--- src/rtl/mem_access_ctrl_pkg.sv ---
// Shared definitions for the MEM-stage data memory access controller.
// Holds the ResultSrc encodings, the funct3 access-size encodings, the
// controller FSM state type and a helper that maps funct3 to an access size.
package mem_access_ctrl_pkg;

    // Writeback result select carried from EX/MEM to MEM/WB
    typedef enum logic [1:0] {
        RES_ALU = 2'b00,
        RES_MEM = 2'b01,
        RES_PC4 = 2'b10
    } resultSrc_t;

    // funct3 load/store size and signedness encodings
    localparam logic [2:0] F3_B  = 3'b000;
    localparam logic [2:0] F3_H  = 3'b001;
    localparam logic [2:0] F3_W  = 3'b010;
    localparam logic [2:0] F3_BU = 3'b100;
    localparam logic [2:0] F3_HU = 3'b101;

    typedef enum logic [1:0] {
        SZ_B,
        SZ_H,
        SZ_W
    } accessSize_t;

    typedef enum logic {
        S_IDLE,
        S_WAIT
    } state_t;

    // Unrecognised funct3 values fall back to a word access
    function automatic accessSize_t decodeSize(input logic [2:0] funct3);
        case (funct3)
            F3_B, F3_BU: decodeSize = SZ_B;
            F3_H, F3_HU: decodeSize = SZ_H;
            F3_W:        decodeSize = SZ_W;
            default:     decodeSize = SZ_W;
        endcase
    endfunction

endpackage

--- src/rtl/mem_access_ctrl_load_align.sv ---
// Load data alignment: picks the addressed byte/halfword out of the 32-bit
// memory read word and sign- or zero-extends it according to funct3.
// Ports:
//   rdata    - raw word returned by data memory
//   addrLo   - byte offset within the word (address bits [1:0])
//   funct3   - load size/sign encoding
//   loadData - register-file-ready load value
module mem_access_ctrl_load_align
    import mem_access_ctrl_pkg::*;
(
    input  logic [31:0] rdata,
    input  logic [1:0]  addrLo,
    input  logic [2:0]  funct3,
    output logic [31:0] loadData
);

    logic [7:0]  byteSel;
    logic [15:0] halfSel;

    always_comb begin
        case (addrLo)
            2'd0:    byteSel = rdata[7:0];
            2'd1:    byteSel = rdata[15:8];
            2'd2:    byteSel = rdata[23:16];
            default: byteSel = rdata[31:24];
        endcase
        // Aligned halfwords only ever sit at offset 0 or 2
        halfSel = addrLo[1] ? rdata[31:16] : rdata[15:0];

        case (funct3)
            F3_B:    loadData = {{24{byteSel[7]}}, byteSel};
            F3_BU:   loadData = {24'h0, byteSel};
            F3_H:    loadData = {{16{halfSel[15]}}, halfSel};
            F3_HU:   loadData = {16'h0, halfSel};
            default: loadData = rdata;
        endcase
    end

endmodule

--- src/rtl/mem_access_ctrl.sv ---
// MEM-stage data memory access controller with MEM/WB pipeline register.
// Issues load/store requests to a handshaked data memory, stalls the
// pipeline while a request is outstanding, aborts after TIMEOUT stalled
// cycles, rejects misaligned accesses and forms the writeback fields.
// Ports:
//   clock, reset                - clock, synchronous active-low reset
//   RegWriteM..RdM              - MEM-stage control/data from EX/MEM
//   dmem_req/we/addr/wdata/be   - memory request (word-aligned)
//   dmem_ack, dmem_rdata        - memory completion and read data
//   StallM                      - freezes IF..MEM registers while high
//   RegWriteW..RdW              - MEM/WB register outputs
//   misaligned_err, timeout_err - one-cycle registered error pulses
module mem_access_ctrl
    import mem_access_ctrl_pkg::*;
#(
    parameter int TIMEOUT = 255
) (
    input  logic        clock,
    input  logic        reset,
    input  logic        RegWriteM,
    input  logic        memwriteM,
    input  logic [1:0]  ResultSrcM,
    input  logic [2:0]  funct3M,
    input  logic [31:0] ALUResultM,
    input  logic [31:0] WriteDataM,
    input  logic [4:0]  RdM,
    output logic        dmem_req,
    output logic        dmem_we,
    output logic [31:0] dmem_addr,
    output logic [31:0] dmem_wdata,
    output logic [3:0]  dmem_be,
    input  logic        dmem_ack,
    input  logic [31:0] dmem_rdata,
    output logic        StallM,
    output logic        RegWriteW,
    output logic [1:0]  ResultSrcW,
    output logic [31:0] ALUResultW,
    output logic [31:0] ReadDataW,
    output logic [4:0]  RdW,
    output logic        misaligned_err,
    output logic        timeout_err
);

    localparam int CNT_W = $clog2(TIMEOUT + 1);

    state_t           state;
    logic [CNT_W-1:0] waitCnt;

    // Request copy held stable for the whole WAIT phase
    logic        regWe;
    logic [31:0] regAddr;
    logic [31:0] regWdata;
    logic [3:0]  regBe;
    logic [2:0]  regFunct3;
    logic [1:0]  regAddrLo;

    logic        isAccess;
    logic        misaligned;
    accessSize_t sizeM;
    logic [31:0] addrM;
    logic [31:0] wdataM;
    logic [3:0]  beM;
    logic        timeoutHit;
    logic        done;
    logic [2:0]  curFunct3;
    logic [1:0]  curAddrLo;
    logic [31:0] loadData;

    // Decode of the instruction currently in MEM
    always_comb begin
        isAccess   = memwriteM || (ResultSrcM == RES_MEM);
        sizeM      = decodeSize(funct3M);
        misaligned = ((sizeM == SZ_H) && ALUResultM[0]) ||
                     ((sizeM == SZ_W) && (ALUResultM[1:0] != 2'b00));
        addrM      = {ALUResultM[31:2], 2'b00};
        case (sizeM)
            SZ_B: begin
                wdataM = {4{WriteDataM[7:0]}};
                beM    = 4'b0001 << ALUResultM[1:0];
            end
            SZ_H: begin
                wdataM = {2{WriteDataM[15:0]}};
                beM    = 4'b0011 << ALUResultM[1:0];
            end
            default: begin
                wdataM = WriteDataM;
                beM    = 4'b1111;
            end
        endcase
    end

    assign timeoutHit = (state == S_WAIT) && (waitCnt == CNT_W'(TIMEOUT));

    // Request/stall outputs: IDLE drives straight from the M decode so a
    // zero-wait memory completes in the same cycle; WAIT replays the copy.
    always_comb begin
        dmem_req   = 1'b0;
        dmem_we    = 1'b0;
        dmem_addr  = addrM;
        dmem_wdata = wdataM;
        dmem_be    = beM;
        StallM     = 1'b0;
        done       = 1'b0;
        curFunct3  = funct3M;
        curAddrLo  = ALUResultM[1:0];
        if (state == S_WAIT) begin
            dmem_addr  = regAddr;
            dmem_wdata = regWdata;
            dmem_be    = regBe;
            curFunct3  = regFunct3;
            curAddrLo  = regAddrLo;
        end
        if (reset) begin
            if (state == S_IDLE) begin
                if (isAccess && !misaligned) begin
                    dmem_req = 1'b1;
                    dmem_we  = memwriteM;
                    StallM   = !dmem_ack;
                    done     = dmem_ack;
                end
            end else if (!timeoutHit) begin
                dmem_req = 1'b1;
                dmem_we  = regWe;
                StallM   = !dmem_ack;
                done     = dmem_ack;
            end
            // On timeout the request is dropped and the pipeline released
            // so the killed instruction leaves MEM as a bubble.
        end
    end

    mem_access_ctrl_load_align loadAlign (
        .rdata    (dmem_rdata),
        .addrLo   (curAddrLo),
        .funct3   (curFunct3),
        .loadData (loadData)
    );

    always_ff @(posedge clock) begin
        if (!reset) begin
            state          <= S_IDLE;
            waitCnt        <= '0;
            RegWriteW      <= 1'b0;
            ResultSrcW     <= 2'b00;
            ALUResultW     <= 32'h0;
            ReadDataW      <= 32'h0;
            RdW            <= 5'd0;
            misaligned_err <= 1'b0;
            timeout_err    <= 1'b0;
        end else begin
            misaligned_err <= (state == S_IDLE) && isAccess && misaligned;
            timeout_err    <= timeoutHit;

            case (state)
                S_IDLE: begin
                    if (isAccess && !misaligned && !dmem_ack) begin
                        state     <= S_WAIT;
                        waitCnt   <= CNT_W'(1);
                        regWe     <= memwriteM;
                        regAddr   <= addrM;
                        regWdata  <= wdataM;
                        regBe     <= beM;
                        regFunct3 <= funct3M;
                        regAddrLo <= ALUResultM[1:0];
                    end
                end
                default: begin
                    if (timeoutHit || dmem_ack) begin
                        state   <= S_IDLE;
                        waitCnt <= '0;
                    end else begin
                        waitCnt <= waitCnt + CNT_W'(1);
                    end
                end
            endcase

            // MEM/WB: pass the instruction on completion or when it needs no
            // memory; otherwise (stalled, misaligned, aborted) insert a bubble.
            if (done || ((state == S_IDLE) && !isAccess)) begin
                RegWriteW  <= RegWriteM;
                ResultSrcW <= ResultSrcM;
            end else begin
                RegWriteW  <= 1'b0;
                ResultSrcW <= 2'b00;
            end
            ALUResultW <= ALUResultM;
            ReadDataW  <= loadData;
            RdW        <= RdM;
        end
    end

endmodule

--- config.mk ---
export PLATFORM = sky130hd
export DESIGN_NAME = mem_access_ctrl
export DESIGN_NICKNAME = d
export VERILOG_FILES = /design/src/rtl/mem_access_ctrl_pkg.sv /design/src/rtl/mem_access_ctrl_load_align.sv /design/src/rtl/mem_access_ctrl.sv
export SDC_FILE = /design/constraint.sdc
export NUM_CORES = 1
export LEC_CHECK = 0
export BUFFER_PORTS_ARGS = -buffer_cell sky130_fd_sc_hd__buf_2
export CAP_MARGIN = 20
export CORE_AREA = 2 2 128 117
export DETAILED_ROUTE_END_ITERATION = 10
export DIE_AREA = 0 0 130 119
export GPL_TIMING_DRIVEN = 1
export MAX_ROUTING_LAYER = met4
export PLACE_DENSITY = 0.82
export SYNTH_ARGS = -nofsm -noshare
export SYNTH_HDL_FRONTEND = slang
export SYNTH_SLANG_ARGS = --single-unit
--- constraint.sdc ---
create_clock -name clock -period 4.55 [get_ports clock]
set_input_delay 0.455 -clock clock [delete_from_list [all_inputs] [get_ports clock]]
set_output_delay 0.455 -clock clock [all_outputs]
set_load 0.1 [all_outputs]
==> metrics.sh <==
WORST_R2R_PATH_CELLS=5
WIRE_PER_INST_UM=16.6
HOLDCRITPATHCLASS='primary input to flip-flop'
PERIOD_NEEDED_NS=3.12
FINAL_MAX_SLEW_VIOL_COUNT=0
MAXIMUM_ACHIEVABLE_FREQUENCY_MHz=320
FINALHOLDVIOLATIONS=0
CTS_TREE='built'
IOS=256
SYNTH_TOP_FLOP_CELL='dfxtp_1'
LAYOUT.CELLS.MOST_COMMON='buf_2'
DRTPASS1ITERATIONS=5
WORST-PATH-MAX-FANOUT=56
ROWS=42
ANTENNA_LEFT=0
VIA_PER_INST=5.26
WORST-ENDPOINT-ARRIVAL_NS=2.67
CRIT_PATH_START_KIND='flip-flop'
DRIVE_GT1_FRAC=0.485
MAX-CLOCK-PATH-BUFFERS=2
SETUP_TNS_NS=0
GRT_OVERALL_USAGE=0.225
FINAL_CELL_MIX='buf_2, mux2_2, dfxtp_1'
AVG_INST_SIZE_SYNTH_UM2=12.2
CRIT_SLOWEST_CELL='dfxtp_4'
SYNTH_EDF_COUNT=72
POWER.IR.VDD_WORST_mV=0.341
GRT_MAX_DEGREE=57
WORST_PIN_SLEW_NS=0.931
POST-LAYOUT-TOTAL-POWER_mW=4.04
MAX-CAP-VIOLATIONS=0
POWER.DENSITY_nW_PER_UM2=462
PLACED_CELLS=977
TIMING.HOLD.WS_NS=0.229
PORT_BUFFERS=253
CTS.HOLD.BUFFERS_ADDED=0
LAYOUT.NETS=910
TIMING.CRITICAL_PATH.TO_TYPE='output pin'
CTS-ROOT-BUF='clkbuf_16'
VERT_DIE_DIM_UM=119
CRITICAL_PATH.ENDPOINT='dmem_req'
GRT_PASS1_VIAS=5034
DIE_AREA_UM2=15500
ROUTE.DETAILED.DRC=0
SETUP_REPAIR_AFTER_GLOBAL_ROUTING_MISSED_ITS_MARGIN='false'
HPWLAFTERDP_MM=11.8
DR_TOTAL_VIAS=5318
YS_ASYNC_SR_FRACTION=0
NETLIST_INSTANCES=560
INITIAL_CELL_DENSITY_OF_THE_CORE=0.476
WORST-R2R-SETUP-SLACK_NS=1.85
CTS_MAX_LEVEL=4
FINAL_CELL_AREA_UM2=8760
WORST-SETUP-PATH-TYPE='flip-flop to output pin'
MULTI_INPUT_AREA_UM2=2780
P_LEAK_nW=3.73
AREA_GROWTH_PCT=28.3
LAYOUT.CELLS.NON_FILLER=1011
MAX-SLEW-MARGIN-REL=0.362
INSERTION_DELAY_NS=0.42
INSTANCE_AREA_AFTER_PLACEMENT_UM2=8180
GRT_ANTENNA_BEFORE_REPAIR=1
POSTCTSSETUPBUFFERS=0
POST_CTS_RESIZED=0
GR-TOTAL-OVERFLOW=0
YOSYS.CELL_TYPES.COUNT=51
WL_MM=16.8
CPPEAKSTAGEDELAY_NS=0.68
REPORT.FINAL.SETUP_VIOL=0
CRITPATHREQUIREDTIME_NS=4.09
DETAILEDROUTE.FIRSTITERATIONVIOLATIONS=306
SYNTH.CELL_AREA_UM2=6830
FINCLKSKEW_NS=0.00757
CTS-BUFFERS-INSERTED=17
STATUS='complete, no violations'
SYNTHESIS.YOSYS.WARNINGS=0
PATH_CLK_SLEW_NS=0.07
CRIT_TOP_CELL='a21oi_1'
CRIT_PATH_CELL_TRACE='buf_4, a21oi_1, a21oi_1, and2_1, buf_2'
STARTPOINT='state'
CTS.SINKS=155
YOSYSSEQAREASHARE=0.560
R2R-END='ReadDataW[31]'
DIE_W_UM=130
FILLERS=1176
CORE_AREA_UM2=14300
PLACE_CONGESTION=0.856
FF_LATCH_AREA_UM2=3830
MIN_PERIOD_OVER_PERIOD=0.687
WIRE_LENGTH_OF_THE_FIRST_GLOBAL_ROUTING_PASS_MM=26.2
CRITICAL_PATH.REG2REG.STARTPOINT='state'
POSTSYNTHREGISTERBITS=155
==> critical path: cells and delay by family (launching register included) <==
kind / cells / cell delay, ns
simple gates: 1 / 0.19
compound gates: 2 / 0.29
buf+inv: 2 / 1.07
flops: 1 / 0.68
==> power breakdown <==
| group | switching, mW | internal, mW | total [mW] |
|---|---|---|---|
| Combinational | 0.903 | 0.220 | 1.12 |
| Sequential | 0.0222 | 1.52 | 1.55 |
| Clock | 0.559 | 0.816 | 1.38 |
==> logic make-up after synthesis <==
kind of cell	share of synthesized area
multiplexers	0.186
AO/OA/AOI/OAI	0.106
AND/OR/NAND/NOR	0.107
XOR/XNOR	0.00385
adder cells (fa/ha/maj)	0.00183
buffers and inverters	0.0337
flip-flops	0.560
other	0.000549
==> cell type report <==
type / count / area share
Sequential cell: 155 / 0.437
Multi-Input combinational cell: 363 / 0.318
Antenna cell: 2 / 0.000571
Clock inverter: 10 / 0.0100
Tap cell: 198 / 0.0283
Clock buffer: 22 / 0.0556
Timing Repair Buffer: 257 / 0.149
Inverter: 4 / 0.00171
==> layer usage <==
layer | vias to the layer above | wire length, um | global-route usage
met5 | - | 0 | -
met4 | 0 | 258 | 0.0706
met3 | 25 | 1280 | 0.0602
met2 | 232 | 8380 | 0.361
met1 | 2550 | 6890 | 0.277
li1 | 2511 | - | -
==> synthesized netlist by cell type (6+ instances only) <==
cell / instances / area share
a21boi_0: 7 / 0.0077
a21boi_2: 10 / 0.016
a21oi_1: 25 / 0.018
a31oi_1: 7 / 0.0064
and2_1: 40 / 0.037
and3_1: 6 / 0.0055
buf_2: 13 / 0.0095
buf_6: 6 / 0.0099
clkbuf_1: 18 / 0.0099
dfxtp_1: 83 / 0.24
edfxtp_1: 72 / 0.32
mux2_2: 83 / 0.14
mux2i_1: 13 / 0.019
nand2_1: 65 / 0.036
nand3_1: 6 / 0.0044
nor2_1: 13 / 0.0071
o21ai_0: 28 / 0.021
o221a_1: 8 / 0.013
==> how the worst min path moves through the flow <==
stage                   start           to  slack, ns  cells after the start
2_1_floorplan      waitCnt[5]   waitCnt[5]       0.46                      1
3_3_place_gp       waitCnt[6]   waitCnt[6]       0.48                      1
3_5_place_dp       waitCnt[6]   waitCnt[6]       0.49                      1
4_1_cts        ALUResultM[21]  regAddr[21]       0.21                      1
5_1_grt        ALUResultM[25]  regAddr[25]       0.22                      1
6_report       ALUResultM[25]  regAddr[25]       0.23                      1
==> through the flow <==
step	util	setup WS, ns
global route	0.610	1.23
detailed placement	0.570	1.72
global placement	0.570	1.79
CTS	0.610	1.38
finish	0.611	1.43
floorplan	-	1.10
==> flip-flops by register name, summed over array words and instances, names as in the netlist <==
register	cells
ALUResultW	32
ReadDataW	32
regWdata	32
regAddr	30
waitCnt	8
RdW	5
regBe	4
regFunct3	3
ResultSrcW	2
regAddrLo	2
RegWriteW	1
misaligned_err	1
regWe	1
state	1
timeout_err	1
Note: power is estimated with default switching activity, not from simulation.
